File: src/rtl/uart_tx_engine.sv
// uart_tx_engine: FIFO-buffered 8N1 UART transmitter with sticky overflow flag
module uart_tx_engine #(
  parameter int DEPTH        = 32,
  parameter int CLKS_PER_BIT = 868
) (
  input  logic                     clk,
  input  logic                     rst_n,
  input  logic                     uart_fifo_write_en,
  input  logic [7:0]               uart_fifo_data,
  input  logic                     overflow_clr,
  output logic                     tx_line,
  output logic                     tx_ready,
  output logic                     tx_busy,
  output logic [$clog2(DEPTH):0]   fifo_count,
  output logic                     overflow
);
  localparam int AW = $clog2(DEPTH);
  localparam int BW = $clog2(CLKS_PER_BIT);
  typedef enum logic [1:0] {IDLE, START, DATA, STOP} state_t;
  state_t         state;
  logic [7:0]     mem [DEPTH];
  logic [AW-1:0]  wr_ptr, rd_ptr;
  logic [BW-1:0]  baud;
  logic [2:0]     bit_idx;
  logic [7:0]     shreg;
  logic           bit_end, pop, push;
  assign tx_ready = fifo_count < (AW+1)'(DEPTH);
  assign tx_busy  = state != IDLE;
  assign push     = uart_fifo_write_en && tx_ready;
  assign bit_end  = baud == BW'(CLKS_PER_BIT - 1);
  // Pop either from idle or at the end of a stop bit, so frames chain without a gap
  assign pop      = fifo_count != '0 && (state == IDLE || (state == STOP && bit_end));
  always_ff @(posedge clk)
    if (push) mem[wr_ptr] <= uart_fifo_data;
  always_ff @(posedge clk or negedge rst_n)
    if (!rst_n) begin
      wr_ptr     <= '0;
      rd_ptr     <= '0;
      fifo_count <= '0;
      overflow   <= 1'b0;
    end else begin
      if (push) wr_ptr <= wr_ptr + 1'b1;
      if (pop) rd_ptr <= rd_ptr + 1'b1;
      fifo_count <= fifo_count + (AW+1)'(push) - (AW+1)'(pop);
      overflow   <= (uart_fifo_write_en && !tx_ready) || (overflow && !overflow_clr);
    end
  always_ff @(posedge clk or negedge rst_n)
    if (!rst_n) begin
      state   <= IDLE;
      tx_line <= 1'b1;
      baud    <= '0;
      bit_idx <= '0;
      shreg   <= '0;
    end else begin
      baud <= (state == IDLE || bit_end) ? '0 : baud + 1'b1;
      case (state)
        IDLE: if (pop) begin
          state   <= START;
          shreg   <= mem[rd_ptr];
          tx_line <= 1'b0;
        end
        START: if (bit_end) begin
          state   <= DATA;
          bit_idx <= '0;
          tx_line <= shreg[0];
        end
        DATA: if (bit_end) begin
          state   <= bit_idx == 3'd7 ? STOP : DATA;
          bit_idx <= bit_idx + 3'd1;
          tx_line <= bit_idx == 3'd7 ? 1'b1 : shreg[bit_idx + 3'd1];
        end
        STOP: if (bit_end) begin
          state   <= pop ? START : IDLE;
          tx_line <= !pop;
          if (pop) shreg <= mem[rd_ptr];
        end
      endcase
    end
endmodule

File: config.mk
export PLATFORM = sky130hd
export DESIGN_NAME = uart_tx_engine
export DESIGN_NICKNAME = d
export VERILOG_FILES = /design/src/rtl/uart_tx_engine.sv
export SDC_FILE = /design/constraint.sdc
export NUM_CORES = 1
export LEC_CHECK = 0
export ABC_AREA = 1
export CAP_MARGIN = 40
export CORE_MARGIN = 8
export CORE_UTILIZATION = 35
export CTS_CLUSTER_SIZE = 12
export DETAILED_ROUTE_END_ITERATION = 7
export DONT_BUFFER_PORTS = 1
export GPL_TIMING_DRIVEN = 0
export SKIP_LAST_GASP = 1
export SYNTH_ARGS = -nofsm -noshare
export SYNTH_HDL_FRONTEND = slang
export SYNTH_SLANG_ARGS = --single-unit
File: constraint.sdc
create_clock -name clk -period 2.5 [get_ports clk]
set_clock_uncertainty 0.1 [all_clocks]
set_input_delay 0.25 -clock clk [delete_from_list [all_inputs] [get_ports clk]]
set_output_delay 0.25 -clock clk [all_outputs]
set_load 0.01 [all_outputs]
==> impl_results.md <==
* First-pass GRT wire length at 50400 µm
* Die X at 209.3 µm
* Min-Delay Path Class: in2async
* Slew @ Worst Pin at 0.7359 ns
* Max_cap viols at 0
* Die area at 43810 µm²
* Post-Syn Area at 13080 µm²
* Pins over their slew limit at 0
* Yosys top cell area share at 58.78%
* Final Net Count at 1375
* Total track usage at 14.62%
* CTS sink count at 297
* H-Tree Level Count at 1
* WP data required at 2.58 ns
* Clock transition at path regs at 0.06 ns
* Worst EP arrival at 2.61 ns
* Layout cells sized above 1 at 10.79%
* Initial Util at 35.13%
* Synth Register Bits at 297
* Vias in the first global route at 8780
* DRT iter0 DRCs at 925
* WL per Instance at 17.55 µm
* Worst-path maximum fanout at 8
* Hold Vio Cnt, Final at 0
* Dominant synthesized flop cell: edfxtp_1
* Utilization after layout at 40.48%
* Worst slew margin at 50.76%
* Vias at 8877
* PwrDens at 737.4 nW/µm²
* Final worst path period need at 2.525 ns
* Area after DPL at 13680 µm²
* CTS Buf Count at 31
* Die Ht at 209.3 µm
* Drt via density at 4.835
* Final worst-path cycle share at 101.0%
* Fill count at 3508
* Max Freq at 396.0 MHz
* Synth cell types at 33
* CTS root buf: clkbuf_16
* Outcome: finished with violations
* CTS tree: done
* Post-Syn Area per Cell at 10.22 µm²
* Max clock buf depth at 3
* Cells after synthesis at 1279
* Port Buffers at 0
* Worst setup margin at -0.02543 ns
* Antenna violations before repair at 0
* Post-synth top area cell: edfxtp_1
* DRT antenna net count at 0
* Gp weighted congestion at 0.8992
* Clock latency at the later pin of the worst-skew pair at 0.56 ns
* Ys Warns at 0
* Hpwl dp at 21660 µm
* Worst vdd ir at 0.0005313 V
* Lkg Pwr at 6.100 nW
* # rows at 71
* Async S/R FF share, synth at 13.80%
* Synth Net Count at 1313
* Tot Pwr at 11.11 mW
* Global route total overflow at 0
* Post-synth EDFFs at 256
* Register area share after synthesis at 66.64%
* Failing checks: setup timing
* Core box area at 37220 µm²
* CP Capture Type: flop
* Area Overhead vs Synth at 15.21%
* Final instance area at 15070 µm²
* Final setup fails at 26
* Pin count of the biggest net entering global routing at 42
* Pre-antenna DRT Iters at 6
* DRC viols at 0
* DRT Wirelength at 32220 µm
* RSZ-0062 raised after global routing: yes
* Crit path kind: reg2reg
* Num ports at 22
* Antenna Cells at 0
* CP startpoint kind: flop
* Largest cells by area after synthesis: edfxtp_1 59%, nand2_1 12%, dfrtp_1 7.7%
report_power, final:
group	switching, mW	leakage, nW	internal [mW]	total (mW)
clock	1.80	0.437	2.37	4.17
sequential	0.184	2.81	5.65	5.83
combinational	0.740	2.86	0.374	1.11
logic make-up after synthesis:
kind of cell,count (synthesis),share of synthesized area [%]
DFF,297,66.64
and+or+nand+nor,697,22.25
buffers and inverters,203,6.267
AOI/OAI and AO/OA,49,1.942
xor gates and xnor gates,11,0.7368
adders and majority gates,22,2.162
worst max-delay path, stage by stage (launching register included):
cell and delay [ns]:
dfrtp_2 0.45, nor2_2 0.41, nand2_1 0.47, nor2_1 0.71
sequential cells by signal, indices dropped and copies added (netlist names):
signal      flops
bit_idx         3
mem           256
baud           10
tx_line         1
overflow        1
wr_ptr          5
shreg           8
rd_ptr          5
fifo_count      6
state           2
cell type report:
class	instances	area, µm²	share of cell area, %
Buffer	50	242.7	1.611
Clock buffer	42	817.0	5.423
Clock inverter	12	83.83	0.5564
Inverter	153	581.8	3.861
Multi-Input combinational cell	779	3667	24.34
Sequential cell	297	8716	57.85
Tap cell	474	593.1	3.936
Timing Repair Buffer	29	365.4	2.425
stage by stage:
step | setup WS [ns] | TNS, ns | hold WS (ns) | instances
after floorplan | 0.02537 | 0 | -0.1456 | 1279
after global placement | -0.3047 | -18.39 | -0.1426 | 1753
after detailed placement | -0.3198 | -22.88 | -0.1424 | 1753
after CTS | -0.1486 | -3.806 | 0.1159 | 1830
after global routing | -0.1580 | -4.018 | 0.1190 | 1836
final | -0.02543 | -0.2525 | 0.1044 | 1836
synth_stat cells, types with 2 or more instances:
cell type    n
o21a_1       2
buf_4        2
clkinv_1     2
buf_1        2
dfrtp_1     40
buf_2       37
a21oi_1     27
nor3_1       6
xor2_1       9
or2_2        4
o21ai_0     18
ha_1        21
clkbuf_1     8
nor2_2       2
nand2_1    403
nand3_1    172
edfxtp_1   256
xnor2_1      2
nand4_1      3
nor2_1     101
inv_1      150
layer usage:
metal	GRT usage (%)	wire length [µm]	part of all wire [%]	vias up
met5	0	0	0	-
met4	4.277	763	2.4	0
met3	2.014	2227	6.9	51
met2	25.59	15830	49	302
met1	18.66	13390	42	4207
li1	-	-	-	4317
final timing paths:
kind	start	endpoint	cells past startpoint	slack (ns)
worst max-delay path	fifo_count[5]	mem[18][0]	3	-0.03
worst min register to register	shreg[4]	shreg[4]	2	0.38
max in group asynchronous	rst_n	tx_line	2	1.92
worst min-delay path	rst_n	baud[8]	2	0.10
min in group clk	shreg[4]	shreg[4]	2	0.38
worst max register to register	fifo_count[5]	mem[18][0]	3	-0.03
cells in the final DEF (no fill, tap or decap), drive strengths merged, types with 2 or more instances in the layout:
| cell | netlist | routed |
|---|---|---|
| a21oi | 27 | 27 |
| buf | 41 | 57 |
| clkbuf | 9 | 51 |
| clkinv | 2 | 11 |
| dfrtp | 40 | 40 |
| dlygate4sd3 | 0 | 13 |
| edfxtp | 256 | 256 |
| ha | 21 | 21 |
| inv | 151 | 153 |
| nand2 | 405 | 405 |
| nand3 | 174 | 174 |
| nand4 | 3 | 3 |
| nor2 | 104 | 104 |
| nor3 | 6 | 6 |
| o21a | 2 | 2 |
| o21ai | 18 | 18 |
| or2 | 4 | 4 |
| xnor2 | 2 | 2 |
| xor2 | 9 | 9 |
timing repair:
item | 4_1_cts | 5_1_grt
setup endpoints to repair | 252 | 132
pin swaps | 2 | 9
hold buffers | 21 | 0
resized for setup | 17 | 24
buffers inserted | 2 | 5
hold endpoints to repair | 300 | 0
cloned | 0 | 0
No activity file was read; power rests on OpenSTA's default activity.
